==> config.mk <==
export PLATFORM = sky130hd
export DESIGN_NAME = cache_mem_arbiter_flat
export DESIGN_NICKNAME = d
export VERILOG_FILES = /design/src/rtl/cache_mem_arbiter_if.sv /design/src/rtl/cache_mem_arbiter.sv /design/src/flat_wrapper.sv
export SDC_FILE = /design/constraint.sdc
export NUM_CORES = 1
export LEC_CHECK = 0
export CORE_AREA = 2 2 103 105
export CTS_CLUSTER_DIAMETER = 200
export DETAILED_ROUTE_END_ITERATION = 10
export DIE_AREA = 0 0 105 107
export PLACE_DENSITY = 0.68
export RECOVER_POWER = 25
export SETUP_SLACK_MARGIN = 0.02
export SYNTH_ARGS = -nofsm -noshare
export SYNTH_HDL_FRONTEND = slang
export SYNTH_SLANG_ARGS = --single-unit
==> constraint.sdc <==
create_clock -name CLK -period 2.85 [get_ports CLK]
set_clock_uncertainty 0.1 [all_clocks]
set_input_delay 0.57 -clock CLK [delete_from_list [all_inputs] [get_ports CLK]]
set_output_delay 0.57 -clock CLK [all_outputs]
set_load 0.02 [all_outputs]
==> src/rtl/cache_mem_arbiter_if.sv <==
// Bundle of the icache, dcache and RAM signals that meet at the memory arbiter.
// The "slave" view belongs to the arbiter; the "master" view is the cache/RAM side.
interface cache_mem_arbiter_if;
  logic        iREN;
  logic [31:0] iaddr;
  logic        iwait;
  logic [31:0] iload;
  logic        dREN;
  logic        dWEN;
  logic [31:0] daddr;
  logic [31:0] dstore;
  logic        dwait;
  logic [31:0] dload;
  logic        ramREN;
  logic        ramWEN;
  logic [31:0] ramaddr;
  logic [31:0] ramstore;
  logic [31:0] ramload;
  logic [1:0]  ramstate;

  modport slave (
    input  iREN, iaddr, dREN, dWEN, daddr, dstore, ramload, ramstate,
    output iwait, iload, dwait, dload, ramREN, ramWEN, ramaddr, ramstore
  );

  modport master (
    output iREN, iaddr, dREN, dWEN, daddr, dstore, ramload, ramstate,
    input  iwait, iload, dwait, dload, ramREN, ramWEN, ramaddr, ramstore
  );
endinterface

==> src/rtl/cache_mem_arbiter.sv <==
// Shares one RAM port between the icache and dcache. The dcache has priority,
// but after MAX_D_STREAK back-to-back D grants with the icache waiting, the
// icache gets the next grant. Every RAM access is bounded by TIMEOUT_CYC; an
// ERROR status or a timeout releases the waiting cache with zero data and sets
// a sticky err flag.
module cache_mem_arbiter #(
  parameter int MAX_D_STREAK = 4,
  parameter int TIMEOUT_CYC  = 64
) (
  input  logic                CLK,
  input  logic                RST,
  cache_mem_arbiter_if.slave  bus,
  output logic                err
);

  typedef enum logic [1:0] {
    IDLE    = 2'd0,
    SERVE_I = 2'd1,
    SERVE_D = 2'd2
  } state_t;

  localparam logic [1:0] RAM_ACCESS = 2'd2;
  localparam logic [1:0] RAM_ERROR  = 2'd3;

  localparam int SW = (MAX_D_STREAK < 1) ? 1 : $clog2(MAX_D_STREAK + 1);
  localparam int TW = (TIMEOUT_CYC < 2) ? 1 : $clog2(TIMEOUT_CYC);
  localparam logic [SW-1:0] STREAK_MAX = SW'(MAX_D_STREAK);
  localparam logic [TW-1:0] TCNT_LAST  = TW'(TIMEOUT_CYC - 1);

  state_t        state;
  logic [SW-1:0] streak;
  logic [TW-1:0] tcnt;

  logic dreq;
  logic granted_req;
  logic done;
  logic fault;
  logic release_now;

  // Saturating increment of the D-grant streak counter.
  function automatic logic [SW-1:0] sat_inc(input logic [SW-1:0] v);
    sat_inc = (v == STREAK_MAX) ? v : v + SW'(1);
  endfunction

  // Decode the request/RAM status into completion and fault conditions.
  always_comb begin
    dreq        = bus.dREN | bus.dWEN;
    granted_req = 1'b0;
    if (state == SERVE_D) begin
      granted_req = dreq;
    end else if (state == SERVE_I) begin
      granted_req = bus.iREN;
    end else begin
      granted_req = 1'b0;
    end
    done        = granted_req & (bus.ramstate == RAM_ACCESS);
    fault       = granted_req & (bus.ramstate != RAM_ACCESS) &
                  ((bus.ramstate == RAM_ERROR) | (tcnt == TCNT_LAST));
    release_now = done | fault;
  end

  // Drive cache and RAM outputs from the current grant; requesters not being
  // served always see a stall while their request is up.
  always_comb begin
    bus.ramREN   = 1'b0;
    bus.ramWEN   = 1'b0;
    bus.ramaddr  = 32'h0;
    bus.ramstore = 32'h0;
    bus.iload    = 32'h0;
    bus.dload    = 32'h0;
    bus.iwait    = bus.iREN;
    bus.dwait    = dreq;
    case (state)
      SERVE_D: begin
        bus.ramWEN   = bus.dWEN;
        bus.ramREN   = bus.dREN & ~bus.dWEN;
        bus.ramaddr  = bus.daddr;
        bus.ramstore = bus.dstore;
        bus.dload    = fault ? 32'h0 : bus.ramload;
        bus.dwait    = ~release_now;
      end
      SERVE_I: begin
        bus.ramREN   = bus.iREN;
        bus.ramaddr  = bus.iaddr;
        bus.iload    = fault ? 32'h0 : bus.ramload;
        bus.iwait    = ~release_now;
      end
      default: begin
        bus.ramREN = 1'b0;
      end
    endcase
  end

  // Grant FSM with streak, access timer and sticky error flag.
  always_ff @(posedge CLK or posedge RST) begin
    if (RST) begin
      state  <= IDLE;
      streak <= '0;
      tcnt   <= '0;
      err    <= 1'b0;
    end else begin
      case (state)
        IDLE: begin
          tcnt <= '0;
          if (dreq && !(bus.iREN && (streak == STREAK_MAX))) begin
            state <= SERVE_D;
          end else if (bus.iREN) begin
            state <= SERVE_I;
          end else begin
            state <= IDLE;
          end
        end
        SERVE_D: begin
          if (!dreq) begin
            state <= IDLE;
          end else if (release_now) begin
            state  <= IDLE;
            streak <= bus.iREN ? sat_inc(streak) : '0;
            if (fault) err <= 1'b1;
          end else begin
            tcnt <= tcnt + TW'(1);
          end
        end
        SERVE_I: begin
          if (!bus.iREN) begin
            state <= IDLE;
          end else if (release_now) begin
            state  <= IDLE;
            streak <= '0;
            if (fault) err <= 1'b1;
          end else begin
            tcnt <= tcnt + TW'(1);
          end
        end
        default: begin
          state <= IDLE;
        end
      endcase
    end
  end

endmodule

==> src/flat_wrapper.sv <==
// flat-port wrapper written by rule: the top's interface ports become plain ports
module cache_mem_arbiter_flat 
#(
  parameter int MAX_D_STREAK = 4,
  parameter int TIMEOUT_CYC  = 64
)
  (CLK, RST, err, bus_iREN, bus_iaddr, bus_dREN, bus_dWEN, bus_daddr, bus_dstore, bus_ramload, bus_ramstate, bus_iwait, bus_iload, bus_dwait, bus_dload, bus_ramREN, bus_ramWEN, bus_ramaddr, bus_ramstore);
  cache_mem_arbiter_if bus_i ();
  input  logic CLK;
  input  logic RST;
  output logic err;
  input wire logic [$bits(bus_i.iREN)-1:0] bus_iREN;
  input wire logic [$bits(bus_i.iaddr)-1:0] bus_iaddr;
  input wire logic [$bits(bus_i.dREN)-1:0] bus_dREN;
  input wire logic [$bits(bus_i.dWEN)-1:0] bus_dWEN;
  input wire logic [$bits(bus_i.daddr)-1:0] bus_daddr;
  input wire logic [$bits(bus_i.dstore)-1:0] bus_dstore;
  input wire logic [$bits(bus_i.ramload)-1:0] bus_ramload;
  input wire logic [$bits(bus_i.ramstate)-1:0] bus_ramstate;
  output wire logic [$bits(bus_i.iwait)-1:0] bus_iwait;
  output wire logic [$bits(bus_i.iload)-1:0] bus_iload;
  output wire logic [$bits(bus_i.dwait)-1:0] bus_dwait;
  output wire logic [$bits(bus_i.dload)-1:0] bus_dload;
  output wire logic [$bits(bus_i.ramREN)-1:0] bus_ramREN;
  output wire logic [$bits(bus_i.ramWEN)-1:0] bus_ramWEN;
  output wire logic [$bits(bus_i.ramaddr)-1:0] bus_ramaddr;
  output wire logic [$bits(bus_i.ramstore)-1:0] bus_ramstore;
  assign bus_i.iREN = bus_iREN;
  assign bus_i.iaddr = bus_iaddr;
  assign bus_i.dREN = bus_dREN;
  assign bus_i.dWEN = bus_dWEN;
  assign bus_i.daddr = bus_daddr;
  assign bus_i.dstore = bus_dstore;
  assign bus_i.ramload = bus_ramload;
  assign bus_i.ramstate = bus_ramstate;
  assign bus_iwait = bus_i.iwait;
  assign bus_iload = bus_i.iload;
  assign bus_dwait = bus_i.dwait;
  assign bus_dload = bus_i.dload;
  assign bus_ramREN = bus_i.ramREN;
  assign bus_ramWEN = bus_i.ramWEN;
  assign bus_ramaddr = bus_i.ramaddr;
  assign bus_ramstore = bus_i.ramstore;
  cache_mem_arbiter #(.MAX_D_STREAK(MAX_D_STREAK), .TIMEOUT_CYC(TIMEOUT_CYC)) u_core (.CLK(CLK), .RST(RST), .bus(bus_i), .err(err));
endmodule
* After elaboration in Yosys (flattened, before gate mapping)
Index checks and enable logic that the tools add are counted.
Widths: inputs -> output; s select.
** Cells by class
- Bitwise logic cells :: 9
- $lt $le $gt $ge :: 0
- Shifts and indexed selects :: 0
- Reductions and logical operators :: 9
- Multiply operators :: 0
- Mux-type cells :: 33
- Eq/ne operators :: 12
- Div/mod/pow operators :: 0
- Add/sub/neg operators :: 2
** Operator list (number)
- $mux 32 :: 4
- $pmux 32 s2 :: 1
- $mux 3 :: 6
- $mux 6 :: 3
- $pmux 6 s3 :: 1
- $mux 1 :: 10
- $mux 2 :: 4
- $add 6x1->6 const B :: 1
- $eq 2x2->1 const B :: 3
- $eq 6x6->1 const B :: 1
- $ne 2x1->1 const B :: 3
- $pmux 2 s3 :: 1
- $pmux 3 s2 :: 1
- $reduce_and 3->1 :: 2
- $reduce_and 6->1 :: 1
- $and 1x1->1 :: 4
- $ne 2x2->1 const B :: 2
- $pmux 1 s2 :: 2
- $add 3x1->3 const B :: 1
- $eq 3x3->1 const B :: 1
- $ne 3x3->1 const B :: 1
- $or 1x1->1 :: 3
- $reduce_bool 3->1 :: 1
- $eq 2x1->1 const B :: 1
- 5 further kinds :: 7
** Storage, ports and cells
- Bits in read-only memories :: 0
- Logic and storage cells :: 69
- Memories :: 0
- Bits in writable memories :: 0
- Latch bits :: 0
- Output and inout bits :: 133
- Input bits :: 135
- Flip-flop bits (word level) :: 12

* Longest topological paths before layout
- Depth after elaboration :: 9
- Mapped depth :: 7

* Worst setup path after synthesis
No wires, ideal clock.
- Path kind :: reg2out
- Start point :: register u_core.state[0]
- End point :: output bus_ramREN
- Slack :: 0.479 ns
- Cell stages (with the launch flop) :: 7
- Path buffers :: 2
- Required time :: 2.180 ns
- Data arrival time :: 1.701 ns
- Cells stage by stage :: dfrtp_1 -> inv_1 -> ha_1 -> buf_2 -> clkbuf_1 -> nand3b_1 -> a21boi_0
** Between the ends
- Word-level cells in the longest chain between the ends :: 2
- Elaborated cells between the ends (all ways) :: 3
- Classes of those cells :: eq/ne (2); mux (1)
** Ends and longest elaborated chain
- start: declaration :: RTL line cache_mem_arbiter.sv:30 : state_t state;
- start signal: assignment :: RTL line cache_mem_arbiter.sv:97 : state <= IDLE;
- start signal: assignment :: RTL line cache_mem_arbiter.sv:106 : state <= SERVE_D;
- start signal: assignment :: RTL line cache_mem_arbiter.sv:108 : state <= SERVE_I;
- $eq 2x1->1 or $eq 2x2->1 (tied branches) :: RTL line cache_mem_arbiter.sv:73 : case (state)
- $pmux 1 s2 * :: RTL line cache_mem_arbiter.sv:73
- end: declaration :: RTL line flat_wrapper.sv:24 : output wire logic [$bits(bus_i.ramREN)-1:0] bus_ramREN;
Mark *: on every way between the ends. The rest lies on a longest branch, timed or not.

* Final worst setup path
- Start point :: input bus_ramstate[1]
- End point :: output bus_dload[3]
** Between the ends
- Word-level cells in the longest chain between the ends :: 5
- Elaborated cells between the ends (all ways) :: 7
- Classes of those cells :: eq/ne (2); mux (2); bitwise (3)
** Ends and longest elaborated chain
- start: declaration :: RTL line flat_wrapper.sv:19 : input wire logic [$bits(bus_i.ramstate)-1:0] bus_ramstate;
- $ne 2x2->1 or $eq 2x2->1 (tied branches) :: RTL line cache_mem_arbiter.sv:57, cache_mem_arbiter.sv:58
- $and 1x1->1 or $or 1x1->1 (tied branches) :: RTL line cache_mem_arbiter.sv:57, cache_mem_arbiter.sv:58
- $and 1x1->1 * :: RTL line cache_mem_arbiter.sv:57 : fault = granted_req & (bus.ramstate != RAM_ACCESS) &
- $mux 32 * :: RTL line cache_mem_arbiter.sv:79 : bus.dload = fault ? 32'h0 : bus.ramload;
- $mux 32 * :: RTL line cache_mem_arbiter.sv:73
- end: declaration :: RTL line flat_wrapper.sv:23 : output wire logic [$bits(bus_i.dload)-1:0] bus_dload;
Marks and branches as above.

==> impl_metrics.csv <==
group,metric,value,unit
clock_network,cts_buffers,3,
job,cap_violations,0,
sta,worst_pin_slew,0.5272,ns
layout,design_area,0.004831,mm2
yosys,async_flop_share,100.0,%
layout,syn2layout_area_growth,127.3,%
hold_path,min_path_type,"reg -> reg",
critical_path,reg2reg_depth,8,
global_route,grt_max_degree,67,
critical_path,crit_fanout,32,
yosys,synth_cells,289,
yosys,syn_nets,431,
global_route,grt_pass1_vias,3022,
clock_network,root_buffer,"clkbuf_8",
place,gp_congestion,0.8408,
yosys,ys_ff_latch,12,
clock_network,clock_path_buffers,2,
pwr,p_leak,0.002545,uW
routing,viasPerCell,4.473,
yosys,synth_area,0.002126,mm2
pwr,p_total,3372,uW
pwr,p_int,1649,uW
die,start_util,21.06,%
sta,min_period_over_period,97.03,%
routing,routed-via-count,3122,
pwr,power.share.clock,4.5,%
critical_path,end_kind,"output port",
yosys,yosysWarnings,0,
run_status,outcome,"completed",
pwr,powerDensity,698.0,mW/mm2
sta,finalHoldViolCount,0,
clock_network,cts_tree,"built",
routing,firstDrtPassIters,4,
clock_network,cts_hold_buf,0,
yosys,syn_area_per_cell,7.356,um2
place,pre_cts_ws,-0.3589,ns
critical_path,reg2reg_slack,0.57,ns
sta,fin_setup_tns,0,ns
pwr,switching_share,51.09,%
place,dpl-instance-area,0.005074,mm2
hold_path,hp-start,"u_core.err",
sta,finalMaxSlewViolations,0,
hold_path,min_to,"u_core.err",
die,core-area,0.01009,mm2
die,num_rows,37,
place,hpwl,10.67,mm
sta,timing.fmax,361.6,MHz
yosys,synthDistinctLibCells,47,
yosys,synth_edf_count,0,
die,boundaryPins,268,
yosys,yosysSeqAreaShare,14.13,%
die,die_area,0.01124,mm2
clock_network,path_clk_slew,0.05,ns
sta,setup-violations-final,0,
critical_path,cp_data_required_time,2.18,ns
critical_path,r2r-end,"u_core.tcnt[4]",
pwr,p_sw,1723,uW
pwr,ir_drop,304.3,uV
pwr,pwr-share-seq,7.4,%
critical_path,crit_type,"in -> out",
routing,wl_per_cell,18.65,um
global_route,grt_pass1_wl,17.86,mm
sta,fin_ws,0.08462,ns
sta,layout_min_cycle_time,2.765,ns
place,io_buffers,267,
routing,drc_errors,0,
die,die_w,105,um
yosys,ys.flop_type,"dfrtp_1",
clock_network,clock-sinks,12,
critical_path,cp-start-kind,"input pin",
sta,holdWs,0.3850,ns
global_route,grt-ovfl-total,0,
routing,drt_iter0_markers,206,
global_route,track_usage,20.73,%
layout,fillCellCount,1056,
critical_path,startpoint,"bus_ramstate[1]",
layout,seqCellArea,300.3,um2
hold_path,min_path_cells,1,
sta,slew_headroom,64.64,%
global_route,antenna_found_initial,2,
layout,multiInputGateArea,0.001675,mm2
pwr,combinationalPowerShare,88.1,%
layout,drive_gt1_share,17.89,%
die,die_h,107,um
critical_path,r2r_start,"u_core.state[0]",
routing,totalWireLength,13.02,mm
clock_network,clock_latency,0.24,ns
layout,nets,703,
routing,ant_nets,0,
sta,rsz0062_at_grt,"false",
critical_path,crit_arrival,2.10,ns
clock_network,htreeDepth,1,
repair_timing:
item,CTS,global route
pin swaps,0,1
resized for setup,217,96
buffers inserted,0,0
endpoints found under the setup margin,70,93
cloned,0,2
critical path, stage by stage:
cell	delay, ns
clkdlybuf4s50_1	0.43
and2_1	0.15
a31o_2	0.25
a21oi_2	0.19
buf_12	0.18
and2_1	0.15
buf_2	0.17
cell families (layout without fill, tap and decap cells):
group	after synthesis	count (layout)	synth area share (%)
simple gates	168	168	48.20
buf+inv	33	303	6.592
other cells	0	3	0
fa+ha+maj	7	7	4.120
flops	12	12	14.13
compound gates	66	66	25.55
mux	3	3	1.413
flip-flops by register name, summed over array words and instances, names as in the netlist:
name / flops
u_core.tcnt: 6
u_core.state: 2
u_core.err: 1
u_core.streak: 3
stage by stage:
step	cells	utilization [%]
global placement	690	50.27
floorplan	289	-
finish	698	47.87
detailed placement	690	50.27
global route	695	47.79
CTS	693	50.42
cells in the final DEF, fill, tap and decap left out, types with 3 or more instances in the layout:
cell type        Yosys  layout
nor2_1               4       4
dfrtp_1             12      12
inv_1               10      10
dlygate4sd2_1        0       5
and2_1              99      99
ha_1                 7       6
buf_2                1      60
nand3_1              3       3
dlymetal6s2s_1       0      30
clkdlybuf4s50_1      0     151
nand2b_1             3       3
buf_4                0      18
nor2b_1             35      35
a22oi_1             32      32
buf_12               0       4
mux2i_1              3       3
o211ai_1             6       6
nand2_1             10      10
a21boi_0             4       4
diode_2              0       3
clkbuf_8             0       3
clkbuf_1            12      15
power by group through the flow:
| stage | logic, uW | registers (uW) | clock network [uW] |
|---|---|---|---|
| finish | 2970 | 248 | 153 |
| global route | 3170 | 254 | 165 |
| CTS | 3090 | 249 | 157 |
| detailed placement | 3160 | 252 | 0 |
| global placement | 3140 | 246 | 0 |
| floorplan | 1680 | 255 | 0 |
metal layers:
layer	up-vias	part of all wire, %	routed length (um)	GRT usage (%)
met1	1426	44	5749	27.99
met3	8	9.9	1288	6.869
met5	-	0.10	13	0
li1	1541	-	-	-
met2	145	45	5897	33.26
met4	2	0.52	68	2.095
how the worst max path moves through the flow:
| stage | to | slack [ns] | cells after the start |
|---|---|---|---|
| after detailed placement | bus_iload[1] | -0.36 | 7 |
| after global placement | bus_iload[1] | -0.35 | 7 |
| final | bus_dload[3] | 0.08 | 7 |
| after CTS | bus_iload[1] | 0.01 | 7 |
| after global routing | bus_iload[9] | 0.01 | 7 |
| after floorplan | bus_ramREN | 0.48 | 6 |
cell type report:
type                       count  area share [%]
sequential                    12           6.216
multi-input combinational    244           34.68
inverter                      10          0.7770
clock buffer                   3          0.8547
antenna                        3          0.1554
timing repair buffer         290           53.79
tap                          136           3.522
Yosys cell counts, drive strengths merged, types with 3 or more instances:
cell type,number,area share [%]
inv,10,1.8
a21boi,5,1.9
a22oi,32,11
and2,99,29
nor2,4,0.71
ha,7,4.1
nand3,3,0.71
buf,5,1.3
nor2b,36,11
nand2,10,1.8
nand2b,3,0.88
o211ai,6,2.1
mux2i,3,1.4
dfrtp,12,14
clkbuf,18,3.5
No activity file was read; power rests on OpenSTA's default activity.
